==> src/rtl/decodificador_7seg_mux.sv <==
// Scanned 7-segment bus decoder: qualifies each digit dwell, assembles a frame
// of ND nibbles and offers it on a valido/pronto handshake. Optional: ERRO_CONT_EN.
module decodificador_7seg_mux #(
    parameter int ND            = 4,
    parameter int STABLE_CYCLES = 3
) (
    input  logic            clk,
    input  logic            rst,
    input  logic [6:0]      entrada,
    input  logic [ND-1:0]   digit_sel,
    output logic [4*ND-1:0] saida,
    output logic [ND-1:0]   erro,
    output logic            valido,
    input  logic            pronto,
    output logic            sobrecarga
`ifdef ERRO_CONT_EN
    ,
    output logic [7:0]      cont_erro
`endif
);

    // Run counter saturates one past the capture point so a dwell captures once.
    localparam int CW = $clog2(STABLE_CYCLES + 2);
    localparam logic [CW-1:0] CAP = CW'(STABLE_CYCLES);
    localparam logic [CW-1:0] SAT = CW'(STABLE_CYCLES + 1);

    typedef enum logic {COLETA, PRONTO} state_t;

    state_t            state;
    logic [6:0]        prev_ent;
    logic [ND-1:0]     prev_sel;
    logic [CW-1:0]     cnt;
    logic [CW-1:0]     run;
    logic [4*ND-1:0]   slots;
    logic [4*ND-1:0]   slots_n;
    logic [ND-1:0]     errs;
    logic [ND-1:0]     errs_n;
    logic [ND-1:0]     mask;
    logic [ND-1:0]     mask_n;
    logic [ND-1:0]     cap_bits;
    logic [3:0]        dec_nib;
    logic              dec_bad;
    logic              onehot;
    logic              same;
    logic              cap;
    logic              full;

    // Segment pattern to hex nibble; unknown patterns flag an error.
    always_comb begin
        dec_nib = 4'h0;
        dec_bad = 1'b0;
        case (entrada)
            7'h7E: dec_nib = 4'h0;
            7'h30: dec_nib = 4'h1;
            7'h6D: dec_nib = 4'h2;
            7'h79: dec_nib = 4'h3;
            7'h33: dec_nib = 4'h4;
            7'h5B: dec_nib = 4'h5;
            7'h5F: dec_nib = 4'h6;
            7'h70: dec_nib = 4'h7;
            7'h7F: dec_nib = 4'h8;
            7'h7B: dec_nib = 4'h9;
            7'h77: dec_nib = 4'hA;
            7'h1F: dec_nib = 4'hB;
            7'h4E: dec_nib = 4'hC;
            7'h3D: dec_nib = 4'hD;
            7'h4F: dec_nib = 4'hE;
            7'h47: dec_nib = 4'hF;
            default: begin
                dec_nib = 4'h0;
                dec_bad = 1'b1;
            end
        endcase
    end

    // Length of the current identical one-hot run, including this sample.
    always_comb begin
        onehot = $onehot(digit_sel);
        same   = (entrada == prev_ent) && (digit_sel == prev_sel);
        run    = '0;
        if (onehot) begin
            if (!same)
                run = CW'(1);
            else if (cnt == SAT)
                run = SAT;
            else
                run = cnt + CW'(1);
        end
        cap      = (run == CAP);
        cap_bits = cap ? digit_sel : '0;
    end

    // Slot/error/mask view including this edge's capture, used to publish a frame.
    always_comb begin
        slots_n = slots;
        errs_n  = errs;
        for (int k = 0; k < ND; k++) begin
            if (cap_bits[k]) begin
                slots_n[4*k +: 4] = dec_nib;
                errs_n[k]         = dec_bad;
            end
        end
        mask_n = mask | cap_bits;
        full   = &mask_n;
    end

    // Sample history, run counter and per-digit capture slots.
    always_ff @(posedge clk) begin
        if (rst) begin
            prev_ent <= '0;
            prev_sel <= '0;
            cnt      <= '0;
            slots    <= '0;
            errs     <= '0;
        end else begin
            prev_ent <= entrada;
            prev_sel <= digit_sel;
            cnt      <= run;
            slots    <= slots_n;
            errs     <= errs_n;
        end
    end

    // Frame assembly and handshake FSM with registered outputs.
    always_ff @(posedge clk) begin
        if (rst) begin
            state      <= COLETA;
            mask       <= '0;
            saida      <= '0;
            erro       <= '0;
            valido     <= 1'b0;
            sobrecarga <= 1'b0;
        end else begin
            unique case (state)
                COLETA: begin
                    if (full) begin
                        saida  <= slots_n;
                        erro   <= errs_n;
                        valido <= 1'b1;
                        mask   <= '0;
                        state  <= PRONTO;
                    end else begin
                        mask <= mask_n;
                    end
                end
                PRONTO: begin
                    if (pronto) begin
                        if (full) begin
                            saida <= slots_n;
                            erro  <= errs_n;
                            mask  <= '0;
                        end else begin
                            valido <= 1'b0;
                            mask   <= mask_n;
                            state  <= COLETA;
                        end
                    end else if (full) begin
                        sobrecarga <= 1'b1;
                        mask       <= '0;
                    end else begin
                        mask <= mask_n;
                    end
                end
                default: state <= COLETA;
            endcase
        end
    end

`ifdef ERRO_CONT_EN
    // Saturating count of invalid-pattern captures, dropped frames included.
    always_ff @(posedge clk) begin
        if (rst)
            cont_erro <= 8'h00;
        else if (cap && dec_bad && cont_erro != 8'hFF)
            cont_erro <= cont_erro + 8'd1;
    end
`endif

endmodule

==> config.mk <==
export PLATFORM = sky130hd
export DESIGN_NAME = decodificador_7seg_mux
export DESIGN_NICKNAME = d
export VERILOG_FILES = /design/src/rtl/decodificador_7seg_mux.sv
export SDC_FILE = /design/constraint.sdc
export NUM_CORES = 1
export LEC_CHECK = 0
export BUFFER_PORTS_ARGS = -buffer_cell sky130_fd_sc_hd__buf_4
export CAP_MARGIN = 20
export CELL_PAD_IN_SITES_DETAIL_PLACEMENT = 0
export CELL_PAD_IN_SITES_GLOBAL_PLACEMENT = 1
export CORE_ASPECT_RATIO = 0.5
export CORE_MARGIN = 10
export CORE_UTILIZATION = 25
export DETAILED_ROUTE_END_ITERATION = 16
export PLACE_DENSITY_LB_ADDON = 0.15
export SLEW_MARGIN = 5
export SYNTH_ARGS = -nofsm -noshare
export SYNTH_HDL_FRONTEND = slang
export SYNTH_SLANG_ARGS = --single-unit
==> constraint.sdc <==
create_clock -name clk -period 9.9 [get_ports clk]
set_input_delay 0.495 -clock clk [delete_from_list [all_inputs] [get_ports clk]]
set_output_delay 0.495 -clock clk [all_outputs]
set_load 0.005 [all_outputs]
==> flow_metrics.tcl, run 1 <==
set metrics [dict create \
    synth_edf_count 0 \
    cp_data_required_time_ps 10120 \
    synthesis.nets 300 \
    fp.dieH_um 96.2 \
    endpoint_kind "register" \
    max_stage_delay_ps 630 \
    finalNetCount 326 \
    ys_async_sr_fraction_pct 0 \
    fin_ws_ps 5810 \
    finalCritPeriodShare_pct 41.3 \
    min_path_type "in2reg" \
    p_leak_uw 0.00138 \
    path_cells "buf_4 > inv_1 > fa_1 > inv_1 > ha_1 > ha_1 > nor3b_1 > o2111ai_1 > nor4_4 > o22ai_2 > or3_4 > mux2_4" \
    cts_root_buf "clkbuf_16" \
    ys_seq_area_share_pct 42.1 \
    cts_tree "done" \
    drt-vias-per-instance 4.60 \
    dr.pass1.iters 4 \
    avgRoutedWirePerCell_um 15.3 \
    avgSynthCellArea_sq_um 10.3 \
    n_fill_cell 1156 \
    clk_pin_slew_ps 60 \
    cts_buffer_depth 2 \
    rsz0062_at_grt "no" \
    cts_setup_buffers 0 \
    clock-sinks 61 \
    critPathKind "in2reg" \
    hpwl_mm 5.06 \
    clk_latency_ps 330 \
    gr-max-usage-layer "met2" \
    die_w_um 172 \
    grtUsageMet3_pct 3.96 \
    fin_skew_ps 8.15 \
    powerDensity_mw_per_mm2 169 \
    initial_core_util_pct 26.0 \
    final_hold_viol_count 0 \
    peakVddDrop_uv 62.0 \
    crit_family "simple AND/OR/NAND/NOR gates" \
    fin_setup_tns_ps 0 \
    ys_types 52 \
    max_cap_violations 0 \
    synth_area_sq_mm 0.00290 \
    pin_count 36 \
    drive_above_1_share_pct 22.8 \
    fmax_mhz 245 \
    worstPathArrival_ps 4300 \
    ys_ff_latch 61 \
    drc 0 \
    cts-htree-levels 3 \
    cts_hold_buf 0 \
    final_common_cell "dfxtp_1" \
    area_growth_pct 23.2 \
    pre_cts_ws_ps 5460 \
    dp.cells 455 \
    antenna_found_initial 0 \
    ant_nets 0 \
    period_minus_slack_ps 4090 \
    vias 2168 \
    cts.repair.resized 0 \
    yosysWarnings 0 \
    n_antenna_cell 0 \
    cp-start-kind "primary input" \
    dieArea_sq_mm 0.0166 \
    fin_cells 471 \
    core_area_sq_mm 0.0112 \
    grt_max_degree 60 \
    grt_use_total_pct 9.39 \
    path_max_fanout 20 \
    gr-total-overflow 0 \
    drt_iter0_markers 123 \
    grt_pass1_vias 2269 \
    setup_viol_count_final 0 \
    slew_viol_final 0 \
    io_buffers 35 \
    grt_pass1_wl_mm 12.1 \
    relSlewSlack_pct 32.3 \
    cts_buffers 9 \
    routed_wl_mm 7.20 \
    path_buf_inv 3 \
    cp_slowest_cell "or3_4" \
    synthCells 281 \
    final_cell_mix "61 x dfxtp_1, 35 x buf_4, 28 x nor2_1, 17 x nor2b_1, 16 x mux2i_1" \
    tightest_slew_ps 1010 \
    use_met1_pct 11.6 \
    outcome "finished, final reports clean" \
    gp_congestion 0.727 \
    std_cell_rows 27 \
    met2_usage_pct 14.6 \
    synthFlopType "dfxtp_1" \
]
-- where the power goes --
| part | internal (uW) | switching [uW] |
|---|---|---|
| registers | 249 | 1.73 |
| logic | 15.6 | 26.1 |
| clock network | 202 | 110 |
-- sequential cells by signal, summed over array words and instances (netlist names) --
register,cells
cnt,3
state,1
prev_sel,4
erro,4
saida,16
valido,1
mask,4
slots,16
prev_ent,7
sobrecarga,1
errs,4
-- area by class of cell --
cell class	count	area [sq um]	share of cell area, %
inverters	10	37.5	1.05
well taps	159	199	5.56
repair buffers	35	263	7.35
clock inverters	5	60.1	1.68
flip-flops and latches	61	1220	34.1
multi-input cells	190	1550	43.4
clock buffers	11	243	6.79
-- Yosys cell counts (4+ instances only) --
cell type / count / share of area, %
o311ai_1: 12 / 3.6
mux2i_1: 16 / 5.5
xnor2_1: 11 / 3.3
clkbuf_1: 15 / 1.9
a21o_1: 6 / 1.6
mux2_4: 8 / 4.1
o2111ai_1: 4 / 1.2
inv_1: 10 / 1.3
nor2_1: 28 / 3.6
nor3b_1: 8 / 2.1
nor3_1: 7 / 1.2
nand2_1: 8 / 1.0
nor2b_1: 17 / 3.7
ha_1: 4 / 1.7
nor4_1: 4 / 0.86
dfxtp_1: 61 / 42
nor4_4: 4 / 2.9
o31ai_1: 12 / 3.1
-- path summary, 6_finish.rpt --
check / start / end / slack [ps] / depth (start not counted)
worst max-delay path: digit_sel[0] / erro[0] / 5810 / 12
worst min-delay path: digit_sel[2] / prev_sel[2] / 450 / 2
worst max register to register: cnt[0] / erro[0] / 6660 / 8
worst min register to register: saida[8] / saida[8] / 480 / 2
-- kinds of logic after synthesis --
logic type	count (synthesis)	synth area share, %
and+or+nand+nor	99	22.4
muxes	24	9.66
adders and majority gates	5	2.41
AOI/OAI and AO/OA	49	14.2
xor gates and xnor gates	13	4.83
buffers and inverters	30	4.44
DFF	61	42.1
-- metal layers --
metal | part of all wire, % | vias to the layer above
met1 | 48 | 1031
met4 | 1.1 | 0
met3 | 6.1 | 7
met5 | 0 | -
met2 | 44 | 48
li1 | - | 1082
-- metrics by stage --
step | hold slack, ps | instance area, sq um | util, % | power [uW]
after global routing | 475 | 3580 | 32.0 | 633
after CTS | 440 | 3580 | 32.0 | 614
final | 448 | 3580 | 32.0 | 604
after detailed placement | 480 | 3270 | 29.3 | 298
after floorplan | 457 | 2900 | - | 286
after global placement | 457 | 3270 | 29.3 | 297
No activity file was read; power rests on OpenSTA's default activity.
==> run 2, diff against run 1 <==
- ABC_AREA: default -> 1
- clock period: 9.9 -> 3.8 ns (I/O delays scaled with it)
==> run 2 against run 1 <==
Against the previous run:
- power increased to 2.6 times the previous value
- count of clock-buffer cells in the layout unchanged
- critical path type unchanged
- die area is 3.5% higher
- synthesized area grew 4.2%
- largest power group unchanged
- utilization fell by 0.20 points
- via count is 24% higher
- combinational power grew to 2.6 times the previous value
- highest routed layer unchanged
- non-clock buffer count increased by 6
- register-to-register slack worse by 5200 ps
- global-route usage is 0.50 points higher
- sequential power grew to 2.6 times the previous value
- final area increased by 4.9%
==> flow_metrics.tcl, run 2 <==
set metrics [dict create \
    top_regs "saida (16), slots (16), prev_ent (7)" \
    worstPathArrival_ps 2970 \
    dp.cells 645 \
    gp_congestion 0.771 \
    fin_cells 661 \
    synth_compound_area_share_pct 5.46 \
    min_path_type "in2reg" \
    avgRoutedWirePerCell_um 12.6 \
    ys_types 27 \
    max_stage_delay_ps 480 \
    hold_ws_ps 135 \
    yosysWarnings 0 \
    yosys.area_share.xor_xnor_pct 1.41 \
    yosys.area_share.simple_pct 39.6 \
    clk_latency_ps 330 \
    synthCells 458 \
    peakVddDrop_uv 182 \
    powerDensity_mw_per_mm2 420 \
    avgSynthCellArea_sq_um 6.60 \
    cts_setup_buffers 0 \
    cp_data_required_time_ps 4020 \
    antenna_found_initial 0 \
    rsz0062_at_grt "no" \
    fin_skew_ps 6.08 \
    drive_above_1_share_pct 14.5 \
    final_hold_viol_count 0 \
    outcome "finished, final reports clean" \
    final_cell_mix "111 x nand2_1, 105 x nor2_1, 61 x dfxtp_1, 55 x inv_1, 39 x buf_4" \
    ys_seq_area_share_pct 40.4 \
    io_buffers 35 \
    finalNetCount 510 \
    synth_edf_count 0 \
    synthTopCellsByCount "111 x nand2_1, 105 x nor2_1, 61 x dfxtp_1, 55 x inv_1, 34 x nand3_1" \
    initial_core_util_pct 25.6 \
    final_common_cell "nand2_1" \
    die_w_um 176 \
    gr-total-overflow 0 \
    cts.repair.resized 0 \
    fin_setup_tns_ps 0 \
    vias 2681 \
    muxShareOfSynthArea_pct 0 \
    routed_wl_mm 8.30 \
    synthTopCellsByArea "dfxtp_1 40%, nand2_1 14%, nor2_1 13%, inv_1 6.8%, nand3_1 5.6%" \
    synth_top_family_by_area "simple AND/OR/NAND/NOR gates" \
    hpwl_mm 5.90 \
    critPathKind "in2reg" \
    clk_pin_slew_ps 60 \
    cts_tree "done" \
    cts_hold_buf 0 \
    clock-sinks 61 \
    dieArea_sq_mm 0.0172 \
    grt_pass1_vias 2527 \
    std_cell_rows 28 \
    synthFlopType "dfxtp_1" \
    path_cells "buf_4 > inv_1 > fa_1 > inv_1 > ha_1 > ha_1 > nor2_1 > nand2_1 > nor2_1 > nand4_2 > nor2_4 > nand2_4 > nand2_2 > buf_12 > nand3_1 > nand2_1 > nor2_1" \
    ys_async_sr_fraction_pct 0 \
    n_antenna_cell 0 \
    tightest_slew_ps 891 \
    synth_area_sq_mm 0.00302 \
    period_minus_slack_ps 2740 \
    met1Wirelength_mm 4.82 \
    fp.dieH_um 97.8 \
    dr.pass1.iters 4 \
    maxUsedRoutingLayer "met4" \
    met3_wirelength_um 389 \
    cts_root_buf "clkbuf_16" \
    p_leak_uw 0.00177 \
    relSlewSlack_pct 40.4 \
    finalCritPeriodShare_pct 72.2 \
    synthAdderAreaFrac_pct 2.32 \
    grt_use_total_pct 9.88 \
    cts-htree-levels 3 \
    cp-start-kind "primary input" \
    setup_viol_count_final 0 \
    pin_count 36 \
    fmax_mhz 365 \
    core_area_sq_mm 0.0118 \
    grt_max_degree 41 \
    yosys.area.top_type "dfxtp_1" \
    grt_pass1_wl_mm 13.5 \
    synthesis.nets 477 \
    path_max_fanout 28 \
    cp_slowest_cell "fa_1" \
    drc 0 \
    ys_ff_latch 61 \
    final_util_pct 31.8 \
    route.met2.wl_mm 3.01 \
    n_fill_cell 1321 \
    max_cap_violations 0 \
    critPathMostFrequentCell "nor2_1" \
    synth_top_area_share_pct 40.4 \
    cts_buffers 9 \
    drt-vias-per-instance 4.06 \
    slew_viol_final 0 \
    area_growth_pct 24.1 \
    synth.most_common_cell "nand2_1" \
    drt_iter0_markers 138 \
    cts_buffer_depth 2 \
    endpoint_kind "register" \
    ant_nets 0 \
]
-- run 2: path summary, 6_finish.rpt --
path                      from          end  slack, ps  depth (start not counted)
setup / recovery  digit_sel[3]      erro[3]       1060                         17
hold / removal    digit_sel[2]  prev_sel[2]        140                          3
setup reg to reg        cnt[0]      erro[3]       1490                         14
hold reg to reg        mask[1]      mask[1]        460                          2
-- run 2: where the power goes --
part	internal, uW	switching, uW	total [uW]
logic	35.1	73.4	108
clock network	509	306	815
registers	647	3.97	651
-- run 2: cells by family after synthesis --
logic type                 count (synthesis)
and+or+nand+nor                          278
DFF                                       61
AOI/OAI and AO/OA                         32
adders and majority gates                  5
xor gates and xnor gates                   4
buffers and inverters                     78
-- run 2: layer usage --
| metal | global-route usage, % | vias to the layer above |
|---|---|---|
| met1 | 14.4 | 1153 |
| met5 | 0 | - |
| met3 | 4.04 | 5 |
| met2 | 12.5 | 45 |
| met4 | 3.11 | 0 |
| li1 | - | 1478 |
-- run 2: layout make-up --
| type | count | area (sq um) | share of cell area (%) |
|---|---|---|---|
| clock buffer | 11 | 233 | 6.20 |
| inverter | 59 | 221 | 5.90 |
| timing repair buffer | 41 | 333 | 8.87 |
| clock inverter | 5 | 61.3 | 1.63 |
| multi-input combinational | 319 | 1480 | 39.3 |
| tap | 165 | 206 | 5.50 |
| sequential | 61 | 1220 | 32.5 |
-- run 2: critical path: cells and delay by family --
family | cells | cell delay [ps]
and+or+nand+nor | 10 | 1340
adders and majority gates | 3 | 910
buffers and inverters | 4 | 510
-- run 2: metrics by stage --
stage / total power (uW) / cell area (sq um) / setup WS (ps)
global route: 1650 / 3750 / 746
CTS: 1600 / 3750 / 1050
detailed placement: 775 / 3460 / 691
global placement: 776 / 3460 / 747
floorplan: 738 / 3020 / 1100
finish: 1570 / 3750 / 1060
==> run 3, diff against run 2 <==
- clock period: 3.8 -> 2.67 ns (I/O delays scaled with it)
==> run 3 against run 2 <==
Against the previous run:
- via count rose by 6.2%
- setup slack got worse by 840 ps
- combinational power rose by 66%
- largest power group unchanged
- first-iteration DRC count fell by 6.5%
- flip-flop and latch count did not move
- routed wire length rose by 5.0%
- highest routed layer unchanged
- clock skew rose by 2.4 ps
==> flow_metrics.tcl, run 3 (synthesized netlist as in run 2, its figures left out) <==
set metrics [dict create \
    swShare_pct 24.7 \
    cp.depth 19 \
    n_antenna_cell 0 \
    clk_pin_slew_ps 60 \
    cts_buffer_depth 2 \
    fin_cells 694 \
    fin_skew_ps 8.45 \
    path_max_fanout 8 \
    grt_pass1_vias 2764 \
    clockPowerShare_pct 52.2 \
    rr_worst_depth 15 \
    n_fill_cell 1301 \
    r2r-end "saida[11]" \
    cp_data_required_time_ps 2940 \
    cts_root_buf "clkbuf_16" \
    relSlewSlack_pct 47.9 \
    power_frac_comb_pct 7.8 \
    std_cell_rows 28 \
    crit_end "saida[11]" \
    cp-start-kind "primary input" \
    die_w_um 176 \
    grt_use_total_pct 10.2 \
    drt_iter0_markers 129 \
    path_cells "buf_6 > inv_4 > fa_1 > inv_2 > ha_4 > ha_4 > nor2_1 > nand2_1 > nor2_2 > nand2_2 > nor2_4 > nand4_1 > nand2_1 > nand2_2 > nor2_4 > buf_12 > clkbuf_16 > a21oi_1 > nor2_1" \
    cts_tree "done" \
    drive_above_1_share_pct 23.3 \
    setup_viol_count_final 0 \
    powerDensity_mw_per_mm2 556 \
    clock-sinks 61 \
    drc 0 \
    antenna_found_initial 0 \
    final_common_cell "nand2_1" \
    hold_ws_ps 22.9 \
    routed_wl_mm 8.72 \
    gr-total-overflow 0 \
    p_seq_share_pct 40.0 \
    max_stage_delay_ps 540 \
    worstPathArrival_ps 2730 \
    slew_viol_final 0 \
    cts_hold_buf 0 \
    cts_buffers 9 \
    avgRoutedWirePerCell_um 12.6 \
    crit_family "simple AND/OR/NAND/NOR gates" \
    core_area_sq_mm 0.0118 \
    io_buffers 35 \
    period_minus_slack_ps 2460 \
    final_util_pct 35.2 \
    max_cap_violations 0 \
    tightest_slew_ps 780 \
    r2r_start "cnt[0]" \
    dp.cells 673 \
    final_hold_viol_count 0 \
    finalCritPeriodShare_pct 92.1 \
    cp-startpoint "digit_sel[3]" \
    drt-vias-per-instance 4.10 \
    internal_power_uw 1740 \
    dr.pass1.iters 4 \
    clk_latency_ps 330 \
    gp_congestion 0.782 \
    fp.dieH_um 97.8 \
    min_path_type "in2reg" \
    fmax_mhz 407 \
    vias 2847 \
    pin_count 36 \
    dieArea_sq_mm 0.0172 \
    ant_nets 0 \
    power.switching_uw 571 \
    p_leak_uw 0.00198 \
    top_regs "saida (16), slots (16), prev_ent (7)" \
    path_buf_inv 5 \
    hpwl_mm 6.01 \
    critPathKind "in2reg" \
    area_growth_pct 37.5 \
    endpoint_kind "register" \
    cp_slowest_cell "fa_1" \
    grt_pass1_wl_mm 14.2 \
    rsz0062_at_grt "no" \
    cts-htree-levels 3 \
    r2r_slack_ps 450 \
    finalNetCount 543 \
    grt_max_degree 36 \
    outcome "finished, final reports clean" \
    peakVddDrop_uv 206 \
    final_cell_mix "109 x nand2_1, 104 x nor2_1, 66 x buf_4, 61 x dfxtp_1, 52 x inv_1" \
    initial_core_util_pct 25.6 \
    total_power_uw 2310 \
]
[run 3: through the flow]
step	worst slack (ps)	setup TNS (ps)	area, sq um
after CTS	186	0	3990
final	212	0	4160
after floorplan	25.2	0	3020
after global placement	-138	-2840	3680
after global routing	9.93	0	4160
after detailed placement	-174	-3190	3680
[run 3: worst min-delay path: cells and delay by family]
family / cells / cell delay (ps)
buffers and inverters: 2 / 110
and+or+nand+nor: 1 / 60
[run 3: cell type report]
type	count	area (sq um)	area share [%]
flip-flops and latches	61	1220	29.4
clock inverters	6	71.3	1.71
clock buffers	10	239	5.75
well taps	165	206	4.96
repair buffers	74	653	15.7
multi-input cells	319	1540	37.1
inverters	59	226	5.45
[run 3: routing by layer]
metal	wire, um	global-route usage, %	share of wire (%)
met2	3280	13.3	38
met1	5030	15.1	58
met4	71	3.11	0.81
met3	335	3.61	3.8
met5	0	0	0
[run 3: power groups by stage]
stage | Sequential (uW) | Combinational [uW] | Clock [uW]
2_1_floorplan | 946 | 105 | 0
3_3_place_gp | 946 | 174 | 0
3_5_place_dp | 947 | 172 | 0
4_1_cts | 926 | 173 | 1260
5_1_grt | 927 | 207 | 1290
6_report | 927 | 179 | 1210
[run 3: how the worst min path moves through the flow]
stage	start	endpoint	cells past startpoint	slack, ps
after floorplan	digit_sel[2]	prev_sel[2]	2	260
after global placement	digit_sel[0]	prev_sel[0]	3	390
after detailed placement	digit_sel[3]	prev_sel[3]	3	400
after CTS	digit_sel[3]	prev_sel[3]	3	50
after global routing	digit_sel[3]	prev_sel[3]	3	30
final	digit_sel[3]	prev_sel[3]	3	20
[run 3: timing repair]
action,4_1_cts,5_1_grt
buffers inserted,0,1
endpoints found under the setup margin,0,20
resized for setup,0,20
